--- config.mk ---
export PLATFORM = sky130hd
export DESIGN_NAME = mmc1_serial_ctrl
export DESIGN_NICKNAME = d
export VERILOG_FILES = /design/src/rtl/mmc1_serial_ctrl_pkg.sv /design/src/rtl/mmc1_serial_ctrl_wr_filter.sv /design/src/rtl/mmc1_serial_ctrl.sv
export SDC_FILE = /design/constraint.sdc
export NUM_CORES = 1
export LEC_CHECK = 0
export BUFFER_PORTS_ARGS = -buffer_cell sky130_fd_sc_hd__buf_4
export CORE_UTILIZATION = 40
export DETAILED_ROUTE_END_ITERATION = 16
export PLACE_DENSITY_LB_ADDON = 0.05
export SETUP_SLACK_MARGIN = 0.2
export SYNTH_ARGS = -nofsm -noshare
export SYNTH_HDL_FRONTEND = slang
export SYNTH_SLANG_ARGS = --single-unit
--- constraint.sdc ---
create_clock -name m2 -period 4.8 [get_ports m2]
set_input_delay 1.44 -clock m2 [delete_from_list [all_inputs] [get_ports m2]]
set_output_delay 1.44 -clock m2 [all_outputs]
set_load 0.05 [all_outputs]
--- src/rtl/mmc1_serial_ctrl_pkg.sv ---
// Shared constants for the MMC1 serial-load sequencer.
// Save-state byte offsets, register selects and word length.
package mmc1_serial_ctrl_pkg;

  localparam logic [7:0] SS_OFS_STATE = 8'd0;
  localparam logic [7:0] SS_OFS_WORD  = 8'd1;

  typedef enum logic [1:0] {
    SEL_CTRL = 2'd0,
    SEL_CHR0 = 2'd1,
    SEL_CHR1 = 2'd2,
    SEL_PRG  = 2'd3
  } mmc1_sel_e;

  localparam int         COMMIT_LEN = 5;
  localparam logic [2:0] CNT_MAX    = 3'(COMMIT_LEN - 1);

  function automatic logic [2:0] clamp_cnt(input logic [2:0] c);
    return (c > CNT_MAX) ? CNT_MAX : c;
  endfunction

endpackage

--- src/rtl/mmc1_serial_ctrl_wr_filter.sv ---
// Write qualifier: tracks the previous write cycle and decides accept.
// MMC1_CONSEC_FILTER_EN drops writes that follow another write.
module mmc1_wr_filter
  import mmc1_serial_ctrl_pkg::*;
(
  input  logic m2,
  input  logic map_rst,
  input  logic cpu_ce,
  input  logic cpu_rw,
  input  logic ss_act,
  input  logic ld_en,
  input  logic ld_val,
  output logic we_prev,
  output logic accept
);

  logic wr_cyc;
  logic filter_ok;

  assign wr_cyc = !cpu_ce && !cpu_rw;

`ifdef MMC1_CONSEC_FILTER_EN
  assign filter_ok = !we_prev;
`else
  assign filter_ok = 1'b1;
`endif

  assign accept = wr_cyc && filter_ok && !ss_act;

  always_ff @(negedge m2) begin
    if (map_rst) begin
      we_prev <= 1'b0;
    end else if (ss_act) begin
      if (ld_en) we_prev <= ld_val;
    end else begin
      we_prev <= wr_cyc;
    end
  end

endmodule

--- src/rtl/mmc1_serial_ctrl.sv ---
// MMC1 serial-load sequencer: 5-bit shift, commit strobe, save-state.
// Build with MMC1_CONSEC_FILTER_EN to drop RMW double writes.
module mmc1_serial_ctrl
  import mmc1_serial_ctrl_pkg::*;
#(
  parameter logic [7:0] SS_BASE = 8'd16
) (
  input  logic       m2,
  input  logic       map_rst,
  input  logic       cpu_ce,
  input  logic       cpu_rw,
  input  logic [1:0] cpu_addr_sel,
  input  logic [7:0] cpu_dat,
  input  logic       ss_act,
  input  logic       ss_we,
  input  logic [7:0] ss_addr,
  output logic [7:0] ss_rdat,
  output logic       wr_stb,
  output logic [1:0] wr_sel,
  output logic [4:0] wr_dat,
  output logic       rst_stb,
  output logic [2:0] shift_cnt
);

  logic [3:0] buff;
  logic [2:0] cnt;
  logic       we_prev;
  logic       accept;
  logic       hit0;
  logic       hit1;

  assign hit0 = ss_addr == SS_BASE + SS_OFS_STATE;
  assign hit1 = ss_addr == SS_BASE + SS_OFS_WORD;

  mmc1_wr_filter u_filt (
    .m2      (m2),
    .map_rst (map_rst),
    .cpu_ce  (cpu_ce),
    .cpu_rw  (cpu_rw),
    .ss_act  (ss_act),
    .ld_en   (ss_we && hit0),
    .ld_val  (cpu_dat[7]),
    .we_prev (we_prev),
    .accept  (accept)
  );

  always_ff @(negedge m2) begin
    if (map_rst) begin
      buff    <= '0;
      cnt     <= '0;
      wr_stb  <= 1'b0;
      rst_stb <= 1'b0;
      wr_sel  <= '0;
      wr_dat  <= '0;
    end else begin
      wr_stb  <= 1'b0;
      rst_stb <= 1'b0;
      if (ss_act) begin
        if (ss_we && hit0) begin
          cnt  <= clamp_cnt(cpu_dat[6:4]);
          buff <= cpu_dat[3:0];
        end
        if (ss_we && hit1) begin
          wr_sel <= cpu_dat[6:5];
          wr_dat <= cpu_dat[4:0];
        end
      end else if (accept) begin
        // bit 7 wins over a pending fifth bit
        if (cpu_dat[7]) begin
          cnt     <= '0;
          buff    <= '0;
          rst_stb <= 1'b1;
        end else if (cnt == CNT_MAX) begin
          wr_dat <= {cpu_dat[0], buff};
          wr_sel <= cpu_addr_sel;
          wr_stb <= 1'b1;
          cnt    <= '0;
          buff   <= '0;
        end else begin
          buff <= {cpu_dat[0], buff[3:1]};
          cnt  <= cnt + 3'd1;
        end
      end
    end
  end

  assign shift_cnt = cnt;

  always_comb begin
    ss_rdat = 8'hFF;
    if (hit0) ss_rdat = {we_prev, cnt, buff};
    else if (hit1) ss_rdat = {1'b0, wr_sel, wr_dat};
  end

endmodule

==> impl_results.md <==
- Maximum VDD drop: 226.4 uV
- Final GP Congestion: 0.8543
- Drt total wl: 4026 um
- RSZ-0062 raised after global routing: true
- Mean Syn Cell Area: ~8 sq um
- Fin nets: about 250
- Rel. slew slack: 70.37%
- Synth top area share: 32.50%
- Crit-path max FO: 3
- Largest net degree at the start of global routing: 26
- Critical path class: reg -> out
- FF-to-FF End: wr_dat[1]
- # rows: 18
- Outcome: finished, violations left
- Hold WS: 0.4995 ns
- Mapped Area: about 0.0010 sq mm
- Post-route ant nets: 0
- Cts hold-fix bufs: 0
- Setup violators final: 25
- Final Hold Viols: 0
- Cell count after synthesis: 128
- DIE WIDTH: 53.17 um
- Top cells by area, synth: dfxtp_1, a211oi_2, inv_1
- DIE HEIGHT: about 53 um
- DRT iter0 DRCs: 75
- Most frequent cells in the layout: buf_4, inv_1, buf_6, dfxtp_2
- Global-route wire length before repair: 5478 um
- RR Startpoint: shift_cnt[0]
- Slowest cell on crit path: dfxtp_2
- Register area share after synthesis: 32.50%
- Fill cells: 120
- Register-to-Register Path Depth: 7
- Yosys cell types: 36
- Sequential cell area: 366.6 sq um
- Initial core utilization: 42.27%
- WL per Instance: 15.98 um
- Clock Skews: between 0.03 and 0.04 ns
- Hold path endpoint: wr_sel[0]
- I/O pin cnt: 44
- Area Growth Syn to Fin: 101.1%
- DP HPWL: roughly 2200 um
- Synth area leader: dfxtp_1
- Violated checks: setup timing
- Startpoint Class: register
- CTS sink cnt: 17
- GRT overflow: 0
- DR pass1 iterations: 5
- Cell breakdown of the critical path: inv_2 > o211ai_1 > buf_4
- Cells on Worst Hold Path: 2
- Worst Path Required: roughly 3.4 ns
- Buf+Inv Stages, Crit Path: 2
- CP top delay family: flip-flops
- Crit. End Element: output port
- TritonCTS clock tree: done
- Commonest non-fill, non-tap cell in the layout: buf_4
- CTS H-tree depth: 1
- Number of flops mapped to enable cells by yosys: 0
- Worst Hold Class: reg -> reg
- Vias in the first global route: 1280
- Synth Warn #: 0
- Max Cap Viol: 0
- Port Buffers: 43
- Post-synthesis async set-or-reset flop share: 0%
- Final core utilization: 85.00%
- Clk_lat worst skew: 0.39 ns
- Crit path DAT: between 3 and 4 ns
- Clk slew on worst S/H paths: 0.06 ns
- Core region area: 0.002477 sq mm
- Slew Viols, Final: 0
- Multi-input gate area: 729.5 sq um
- Die area: 0.002827 sq mm
- Tot GR Track Use: approximately 27%
- Root Buffer Master: clkbuf_4
- Slew @ Worst Pin: 0.4375 ns
- Vias/cell: 5.599
- Tot Pwr: 0.3834 mW
- Syn nets: 154
- Drc violations: 0
- ANT cells: 0
- Worst Hold Launch: wr_sel[0]
- Vias: around 1400
- Total CTS buffers: 3
- Setup WS post-layout: -0.1839 ns
- Initial antenna violation count: 0
- Share of post-route cells with drive strength above 1: about three fifths
- Reg2Reg Setup Slack: 3.15 ns
- Max Root-Sink Buffers: 2
- Post-synthesis register bit count: 17
- Crit-path max cell delay: 0.33 ns
- Ys flop type: dfxtp_1
- Pwr Density: between 150 and 200 mW/mm^2
- Pleak: 0.9403 nW
-- power breakdown --
group	total (mW)	internal (mW)	switching, mW	leakage [nW]
clock	0.146	0.0486	0.0972	0.110
sequential	0.148	0.145	0.00260	0.147
combinational	0.0900	0.0458	0.0442	0.684
total	0.383	0.239	0.144	0.940
-- worst max path at each step --
stage / startpoint / to / slack (ns) / cells past startpoint
6_report: shift_cnt[0] / ss_rdat[4] / -0.18 / 3
5_1_grt: shift_cnt[0] / ss_rdat[4] / -0.23 / 3
4_1_cts: shift_cnt[1] / ss_rdat[5] / -0.18 / 3
3_5_place_dp: cpu_ce / wr_dat[0] / -0.58 / 5
3_3_place_gp: ss_addr[6] / shift_cnt[1] / -0.57 / 6
2_1_floorplan: cpu_ce / wr_dat[2] / -0.53 / 7
-- Yosys cell counts (2+ instances only) --
cell and number:
dfxtp_1 17, inv_1 15, nand2_1 12, nor2_1 8
a211oi_2 7, a211oi_1 6, a21oi_1 6, a221oi_1 5
mux2i_1 5, nor2b_1 5, a22oi_1 4, buf_2 3
clkbuf_1 3, nor4_1 3, o21ai_0 3, buf_1 2
ha_1 2, nor3b_1 2, o211ai_1 2, or3_1 2
-- routing by layer --
metal	up-vias	GRT usage, %	share of wire (%)
met5	-	0	0
li1	656	-	-
met2	87	41.56	47
met4	0	11.40	3.2
met3	15	9.483	7.8
met1	653	33.16	42
-- cells by family after synthesis --
family                   count (synthesis)  share of synthesized area (%)
AO/OA/AOI/OAI                           40                          30.82
AND/OR/NAND/NOR                         40                          19.83
buffers and inverters                   24                          9.677
flip-flops                              17                          32.50
multiplexers                             5                          4.779
adder cells (fa/ha/maj)                  2                          2.389
-- layout make-up --
cell class,count,share of cell area [%]
clock inverters,18,3.209
clock buffers,3,1.070
flip-flops and latches,17,17.41
multi-input cells,87,34.64
well taps,30,1.783
repair buffers,83,39.39
inverters,14,2.496
-- timing repair --
action,in CTS,in global routing
resized for setup,82,5
cloned,1,1
setup endpoints to repair,35,35
pin swaps,18,9
buffers inserted,19,7
-- sequential cells by signal, indices dropped and copies added, names as in the netlist --
register and count:
wr_dat 5, rst_stb 1, wr_stb 1, buff 4
shift_cnt 3, wr_sel 2, u_filt.we_prev 1
-- worst reg2reg max path, cell delays in order, from the launching register on --
cell      delay (ns)
dfxtp_2         0.32
inv_2           0.08
buf_4           0.11
ha_1            0.16
nand2_1         0.08
or3_4           0.40
a221oi_2        0.30
a211oi_2        0.08
-- metrics by stage --
step	area, sq um	std cells	TNS [ns]	setup slack (ns)
3_5_place_dp	1488	204	-7.596	-0.5785
4_1_cts	2006	244	-1.403	-0.1837
3_3_place_gp	1488	204	-7.437	-0.5653
2_1_floorplan	1096	128	-7.774	-0.5349
5_1_grt	2106	252	-2.746	-0.2292
6_report	2106	252	-1.879	-0.1839
Power figures use the tool's default switching activity.
